$ cat src/rtl/f_d_stage_pkg.sv
// Shared constants for the fetch stage: next-PC select codes and the default
// reset/flush/instruction-memory window values also used by IM and CP0.
package f_d_stage_pkg;

    localparam logic [1:0] NPC_SEQ = 2'd0;
    localparam logic [1:0] NPC_BR  = 2'd1;
    localparam logic [1:0] NPC_J   = 2'd2;
    localparam logic [1:0] NPC_JR  = 2'd3;

    localparam logic [31:0] DEF_RESET_PC = 32'h0000_3000;
    localparam logic [31:0] DEF_FLUSH_PC = 32'h0000_4180;
    localparam logic [31:0] DEF_IM_BASE  = 32'h0000_3000;
    localparam logic [31:0] DEF_IM_BYTES = 32'h0000_4000;

endpackage

$ cat src/rtl/f_d_stage_pc_reg.sv
// Program counter flop: async active-low reset to RESET_PC, loads d when en.
// One-cycle update; holds its value whenever en is low.
module f_d_stage_pc_reg #(
    parameter logic [31:0] RESET_PC = 32'h0000_3000
) (
    input  logic        clk,
    input  logic        reset,
    input  logic        en,
    input  logic [31:0] d,
    output logic [31:0] q
);

    always_ff @(posedge clk or negedge reset) begin
        if (!reset) begin
            q <= RESET_PC;
        end else if (en) begin
            q <= d;
        end
    end

endmodule

$ cat src/rtl/f_d_stage.sv
// Fetch stage and F/D pipeline register: owns the PC, picks the next PC, tags faults.
// One cycle from instr_F to IR_D; stall freezes PC and D, flush overrides stall.
module f_d_stage
    import f_d_stage_pkg::*;
#(
    parameter logic [31:0] RESET_PC = DEF_RESET_PC,
    parameter logic [31:0] FLUSH_PC = DEF_FLUSH_PC,
    parameter logic [31:0] IM_BASE  = DEF_IM_BASE,
    parameter logic [31:0] IM_BYTES = DEF_IM_BYTES
) (
    input  logic        clk,
    input  logic        reset,
    input  logic        stall,
    input  logic        flush,
    input  logic [31:0] flush_pc,
    input  logic [1:0]  npc_sel,
    input  logic [31:0] branch_tgt,
    input  logic [31:0] jump_tgt,
    input  logic [31:0] jr_tgt,
    input  logic [31:0] instr_F,
    output logic [31:0] PC_F,
    output logic [31:0] IR_D,
    output logic [31:0] PC_D,
    output logic [31:0] PC8_D,
    output logic        exc_D,
    output logic        valid_D
);

    // Window end held at 33 bits so a window touching 2^32 cannot wrap.
    localparam logic [32:0] IM_END = {1'b0, IM_BASE} + {1'b0, IM_BYTES};

    logic [31:0] npc;
    logic [31:0] pc_load;
    logic [31:0] pc_plus8;
    logic        fault_F;
    logic        pc_en;

    always_comb begin
        npc = PC_F + 32'd4;
        case (npc_sel)
            NPC_SEQ: npc = PC_F + 32'd4;
            NPC_BR:  npc = branch_tgt;
            NPC_J:   npc = jump_tgt;
            NPC_JR:  npc = jr_tgt;
            default: npc = PC_F + 32'd4;
        endcase
    end

    assign fault_F = (PC_F[1:0] != 2'b00)
                   | (PC_F < IM_BASE)
                   | ({1'b0, PC_F} >= IM_END);

    assign pc_plus8 = PC_F + 32'd8;
    assign pc_en    = ~stall | flush;
    assign pc_load  = flush ? ((flush_pc == 32'd0) ? FLUSH_PC : flush_pc) : npc;

    f_d_stage_pc_reg #(
        .RESET_PC (RESET_PC)
    ) u_pc_reg (
        .clk   (clk),
        .reset (reset),
        .en    (pc_en),
        .d     (pc_load),
        .q     (PC_F)
    );

    always_ff @(posedge clk or negedge reset) begin
        if (!reset) begin
            IR_D    <= 32'd0;
            PC_D    <= 32'd0;
            PC8_D   <= 32'd0;
            exc_D   <= 1'b0;
            valid_D <= 1'b0;
        end else if (flush) begin
            IR_D    <= 32'd0;
            PC_D    <= PC_F;
            PC8_D   <= pc_plus8;
            exc_D   <= 1'b0;
            valid_D <= 1'b0;
        end else if (!stall) begin
            // A faulted fetch still advances but carries a nop plus the fault tag.
            IR_D    <= fault_F ? 32'd0 : instr_F;
            PC_D    <= PC_F;
            PC8_D   <= pc_plus8;
            exc_D   <= fault_F;
            valid_D <= 1'b1;
        end
    end

endmodule
$ cat config.mk
export PLATFORM = sky130hd
export DESIGN_NAME = f_d_stage
export DESIGN_NICKNAME = d
export VERILOG_FILES = /design/src/rtl/f_d_stage_pkg.sv /design/src/rtl/f_d_stage_pc_reg.sv /design/src/rtl/f_d_stage.sv
export SDC_FILE = /design/constraint.sdc
export NUM_CORES = 1
export LEC_CHECK = 0
export ABC_AREA = 0
export BUFFER_PORTS_ARGS = -buffer_cell sky130_fd_sc_hd__buf_2
export CORE_ASPECT_RATIO = 1.1
export CORE_MARGIN = 3
export CORE_UTILIZATION = 40
export CTS_BUF_LIST = sky130_fd_sc_hd__clkbuf_2 sky130_fd_sc_hd__clkbuf_4 sky130_fd_sc_hd__clkbuf_8
export CTS_CLUSTER_DIAMETER = 120
export CTS_CLUSTER_SIZE = 10
export DETAILED_ROUTE_END_ITERATION = 8
export PLACE_DENSITY_LB_ADDON = 0.12
export SETUP_SLACK_MARGIN = 0.15
export SKIP_LAST_GASP = 1
export SYNTH_ARGS = -nofsm -noshare
export SYNTH_HDL_FRONTEND = slang
export SYNTH_HIERARCHICAL = 1
export SYNTH_SLANG_ARGS = --single-unit
$ cat constraint.sdc
create_clock -name clk -period 2.3 [get_ports clk]
set_input_delay 0.46 -clock clk [delete_from_list [all_inputs] [get_ports clk]]
set_output_delay 0.46 -clock clk [all_outputs]
set_load 0.02 [all_outputs]
* After elaboration in Yosys (flattened, before gate mapping)
Cells that the tools add are included.
Storage, ports and cells: bits in registers 130, bits in latches 0, bits in writable memories 0, ROM bits 0, input port bits 166, output and inout port bits 130, word-level logic and storage cells 35, memories kept 0
Cells by class: add/subtract/negate cells 2, $mul 0, div/mod/pow operators 0, magnitude comparators 2, equal/unequal tests 4, shifts and indexed selects 0, multiplexer cells 14, bitwise logic cells 4, reductions and logical operators 3
Operators with widths (count):
- $mux W32 | 9
- $pmux W32 S4 | 1
- $add A32 B3 Y32 const B | 1
- $add A32 B4 Y32 const B | 1
- $ge A32 B15 Y1 const B | 1
- $logic_not A32 Y1 | 1
- $lt A32 B14 Y1 const B | 1
- $eq A2 B2 Y1 const B | 2
- $mux W1 | 4
- $or A1 B1 Y1 | 3
- $eq A2 B1 Y1 const B | 1
- $logic_not A2 Y1 | 1
- $ne A2 B1 Y1 const B | 1
- $reduce_bool A2 Y1 | 1
- $not A1 Y1 | 1

* Longest topological paths before layout
depth in word-level cells 6, depth in mapped cells 8, gate-level depth less buffers 7

* By module
Netlist, hierarchy kept.
Modules (own cells, without submodules):
- f_d_stage | times used 1, cells an instance 666, area an instance 6023.3 um^2, seq. area each 2377.3 um^2
- f_d_stage_pc_reg | times used 1, cells an instance 68, area an instance 1347.5 um^2, seq. area each 803.3 um^2

* Worst setup path after synthesis
Ideal clock, no wire load.
kind register -> register, start register u_pc_reg.q[4], end register u_pc_reg.q[17], library setup time 0.125 ns, arrival 2.165 ns, required time 2.175 ns, slack 0.010 ns, stages on the path, launching flop included 8, path buffers 0, period minus slack after synthesis 2.290 ns, cells stage by stage dfrtp_1 -> ha_1 -> nand3_1 -> nor4_4 -> and2_1 -> nand3_1 -> a32o_1 -> mux2_4
On the way: cells in the longest elaborated chain, start to end 3
RTL lines:
- start: declaration | line f_d_stage_pc_reg.sv:10 | output logic [31:0] q
- start signal: assignment | line f_d_stage_pc_reg.sv:15 | q <= RESET_PC;
- start signal: assignment | line f_d_stage_pc_reg.sv:17 | q <= d;
- $add A32 B3 Y32
- $pmux W32 S4 | line f_d_stage.sv:40 | case (npc_sel)
- $mux W32 | line f_d_stage.sv:55 | assign pc_load = flush ? ((flush_pc == 32'd0) ? FLUSH_PC : flush_pc) : npc;
- via pc_load[17] | line f_d_stage.sv:33 | logic [31:0] pc_load;
The timed path passes the listed nets, and every way through them passes these cells. A chain may end at the register's enable or synchronous reset.

* Worst setup path after layout
start register u_pc_reg.q[4], end register u_pc_reg.q[29]
The elaborated chain is that of the path after synthesis.

==> flow_summary_export.csv <==
group,metric,value,unit
run_status,status,"completed",
synth,synth_ff_type,"dfrtp_1",
detailed_routing,routed.top_layer,"met4",
synth,synth-seq-cells,127,
timing,setup_viol,0,
floorplan,die_y,148.4,um
grt,grt_pass1_wl,38570,um
timing,rsz0062_at_grt,"true",
layout,drive_gt1_share,45.65,%
floorplan,fp.dieArea,20090,um^2
power,power,6.642,mW
synth,synth-edff-count,0,
power,p_per_area,678.2,nW/um^2
job,drv_cap,0,
synth,yosysSeqAreaShare,43.15,%
clock_network,clk_latency,0.44,ns
clock_network,cts_buffer_depth,2,
clock_network,numCtsBuffers,17,
timing,worst_pin_slew,1.073,ns
synth,synth_top_cell_by_area,"dfrtp_1",
synth,synth.distinct_cells,56,
worst_hold_path,hold_path_end,"IR_D[12]",
critical_path,r2r_setup_slack,0.15,ns
floorplan,die_x,135.4,um
detailed_routing,routedWlPerCell,19.35,um
power,pwr-share-clk,29.8,%
synth,synth_fp_nets,903,
floorplan,coreArea,17870,um^2
detailed_routing,met2_length,11430,um
synth,avgSynthCellArea,10.04,um^2
worst_hold_path,hold_depth,2,
placement,hpwl,19350,um
grt,grt_usage,24.59,%
power,p_int,4.326,mW
detailed_routing,met3WireLength,1717,um
synth,synth_top_area_share,42.44,%
layout,areaGrowthSynthToFinish,32.86,%
power,irDropWorstVdd,0.3940,mV
floorplan,num_rows,51,
worst_hold_path,worst_hold_path_type,"in -> reg",
power,p_sw,2.315,mW
clock_network,cts-root-buf,"clkbuf_8",
grt,antenna_found_initial,0,
clock_network,cts_tree,"yes",
layout,fin_area,9793,um^2
layout,nNetsFinal,1214,
placement,dpl-instance-area,9295,um^2
placement,port_buffers,295,
critical_path,critPathArrivalTime,2.48,ns
grt,grt_overflow_total,0,
critical_path,cp.required,2.62,ns
detailed_routing,via_per_inst,5.211,
floorplan,pin_count,296,
critical_path,r2r-start,"u_pc_reg/q[4]",
detailed_routing,first_iter_violations,408,
critical_path,critPathLaunchType,"flop",
clock_network,cts_sinks,127,
detailed_routing,num_vias,6753,
critical_path,cp_max_fo,4,
layout,nFillCells,1710,
timing,tns,0,ns
layout,n_antenna_cell,0,
power,power_frac_seq,41.0,%
detailed_routing,routed_wl,25080,um
synth,netlist_top_cells_area,"dfrtp_1 (42%), nand2_1 (7.4%), mux2_4 (6.1%)",
floorplan,start_util,41.25,%
detailed_routing,m1WireLength,11560,um
timing,fin_crit_sh,93.62,%
grt,grt_pass1_vias,6734,
timing,period_needed,2.153,ns
critical_path,reg2regPathDepth,8,
synth,synthCells,734,
timing,hold_viol_final,0,
synth,syn-cell-area,7371,um^2
power,leakagePower,4.871,nW
worst_hold_path,worstHoldStart,"instr_F[12]",
synth,ys_warn_count,6,
critical_path,endpoint_kind,"flop",
critical_path,criticalPathCategory,"reg -> reg",
critical_path,reg2reg_to,"u_pc_reg/q[29]",
grt,grt_max_degree,125,
detailed_routing,drc,0,
clock_network,path_clk_slew,0.08,ns
timing,max_freq,0.4644,GHz
detailed_routing,firstDrtPassIters,5,
synth,async_flop_share,100.0,%
power,combPwrFrac,29.2,%
timing,slew_headroom,28.35,%
placement,gp_congestion,0.8950,
timing,fin_skew,0.01218,ns
power,p_sw_share,34.86,%
detailed_routing,ant_nets,0,
clock_network,h-tree-depth,4,
timing,drv_slew,0,
==> worst max-delay path, stage by stage (launching register included) <==
cell and delay, ns:
dfrtp_2 0.40, ha_4 0.16, nand4_1 0.23, nor4_4 0.31, buf_4 0.19, nand4b_1 0.14, xor2_1 0.21, o221ai_1 0.13
mux2_4 0.27
==> timing repair <==
item	CTS	global route
endpoints found under the hold margin	50	0
buffers inserted	0	3
setup endpoints to repair	2	23
resized for setup	4	15
hold buffers	1	0
pin swaps	0	5
==> stage by stage <==
stage / utilization, % / instances / hold slack [ns] / setup slack [ns]
detailed placement: 52.02 / 1260 / 0.4503 / -0.01909
CTS: 54.36 / 1293 / 0.2142 / 0.1540
global placement: 52.02 / 1260 / 0.4452 / 0.01337
floorplan: - / 734 / 0.1644 / 0.1517
global route: 54.81 / 1296 / 0.2098 / 0.05233
finish: 54.81 / 1296 / 0.2465 / 0.1467
==> state kept, by name (all words and copies together) (netlist names) <==
register	flops
u_pc_reg/q	32
IR_D	32
PC_D	32
valid_D	1
PC8_D	29
exc_D	1
==> power by group through the flow <==
stage | Sequential, mW | Combinational [mW] | Clock (mW)
global route | 2.76 | 2.09 | 2.12
global placement | 2.75 | 1.93 | 0
finish | 2.72 | 1.94 | 1.98
detailed placement | 2.76 | 1.93 | 0
floorplan | 2.99 | 0.855 | 0
CTS | 2.71 | 1.94 | 2.03
==> kinds of logic after synthesis <==
group | Yosys count | share of synthesized area (%)
flops | 127 | 43.15
simple gates | 262 | 18.13
xor+xnor | 50 | 5.941
buf+inv | 81 | 6.298
fa+ha+maj | 3 | 0.5093
mux | 65 | 12.14
compound gates | 146 | 13.83
==> routing by layer <==
layer  GRT usage (%)  up-vias
li1                -     3261
met1           34.58     3175
met4           6.149        0
met3           5.379       27
met2           38.82      290
met5               0        -
==> layout make-up <==
| cell class | instances | area [um^2] | area share [%] |
|---|---|---|---|
| Clock buffer | 20 | 269.0 | 2.747 |
| Multi-Input combinational cell | 526 | 3792 | 38.72 |
| Tap cell | 238 | 297.8 | 3.041 |
| Inverter | 10 | 37.54 | 0.3833 |
| Timing Repair Buffer | 363 | 2071 | 21.14 |
| Sequential cell | 127 | 3192 | 32.59 |
| Clock inverter | 12 | 133.9 | 1.367 |
==> worst max-delay path by stage <==
stage              startpoint  cells past startpoint             end  slack [ns]
2_1_floorplan  u_pc_reg/q[13]                      7  u_pc_reg/q[17]        0.15
3_3_place_gp     flush_pc[24]                      7   u_pc_reg/q[1]        0.01
3_5_place_dp     flush_pc[24]                      8  u_pc_reg/q[24]       -0.02
4_1_cts         u_pc_reg/q[3]                      7  u_pc_reg/q[27]        0.15
5_1_grt         u_pc_reg/q[4]                      8  u_pc_reg/q[29]        0.05
6_report        u_pc_reg/q[4]                      8  u_pc_reg/q[29]        0.15
==> cell usage in the layout (no fill, tap or decap), types with 7 or more instances in the layout <==
master	instances
a21o_1	7
a21oi_1	15
a22o_1	39
a22oi_1	11
buf_2	294
buf_4	61
clkbuf_8	19
dfrtp_1	116
dfrtp_2	9
inv_1	8
mux2_2	13
mux2_4	32
mux2i_1	14
nand2_1	145
nand3_1	19
nand4_1	19
nor2_1	20
nor3_1	7
nor4_1	12
o21ai_0	42
o221ai_1	9
xnor2_1	27
xor2_1	23
==> Yosys cell counts (all sizes together), types with 15 or more instances <==
cell type	count
nand2	146
dfrtp	125
buf	48
o21ai	47
mux2	45
a22o	39
xnor2	27
clkbuf	23
nand4	23
xor2	23
nand3	21
nor2	21
nor4	17
a21oi	15
(Power assumes the default switching activity.)
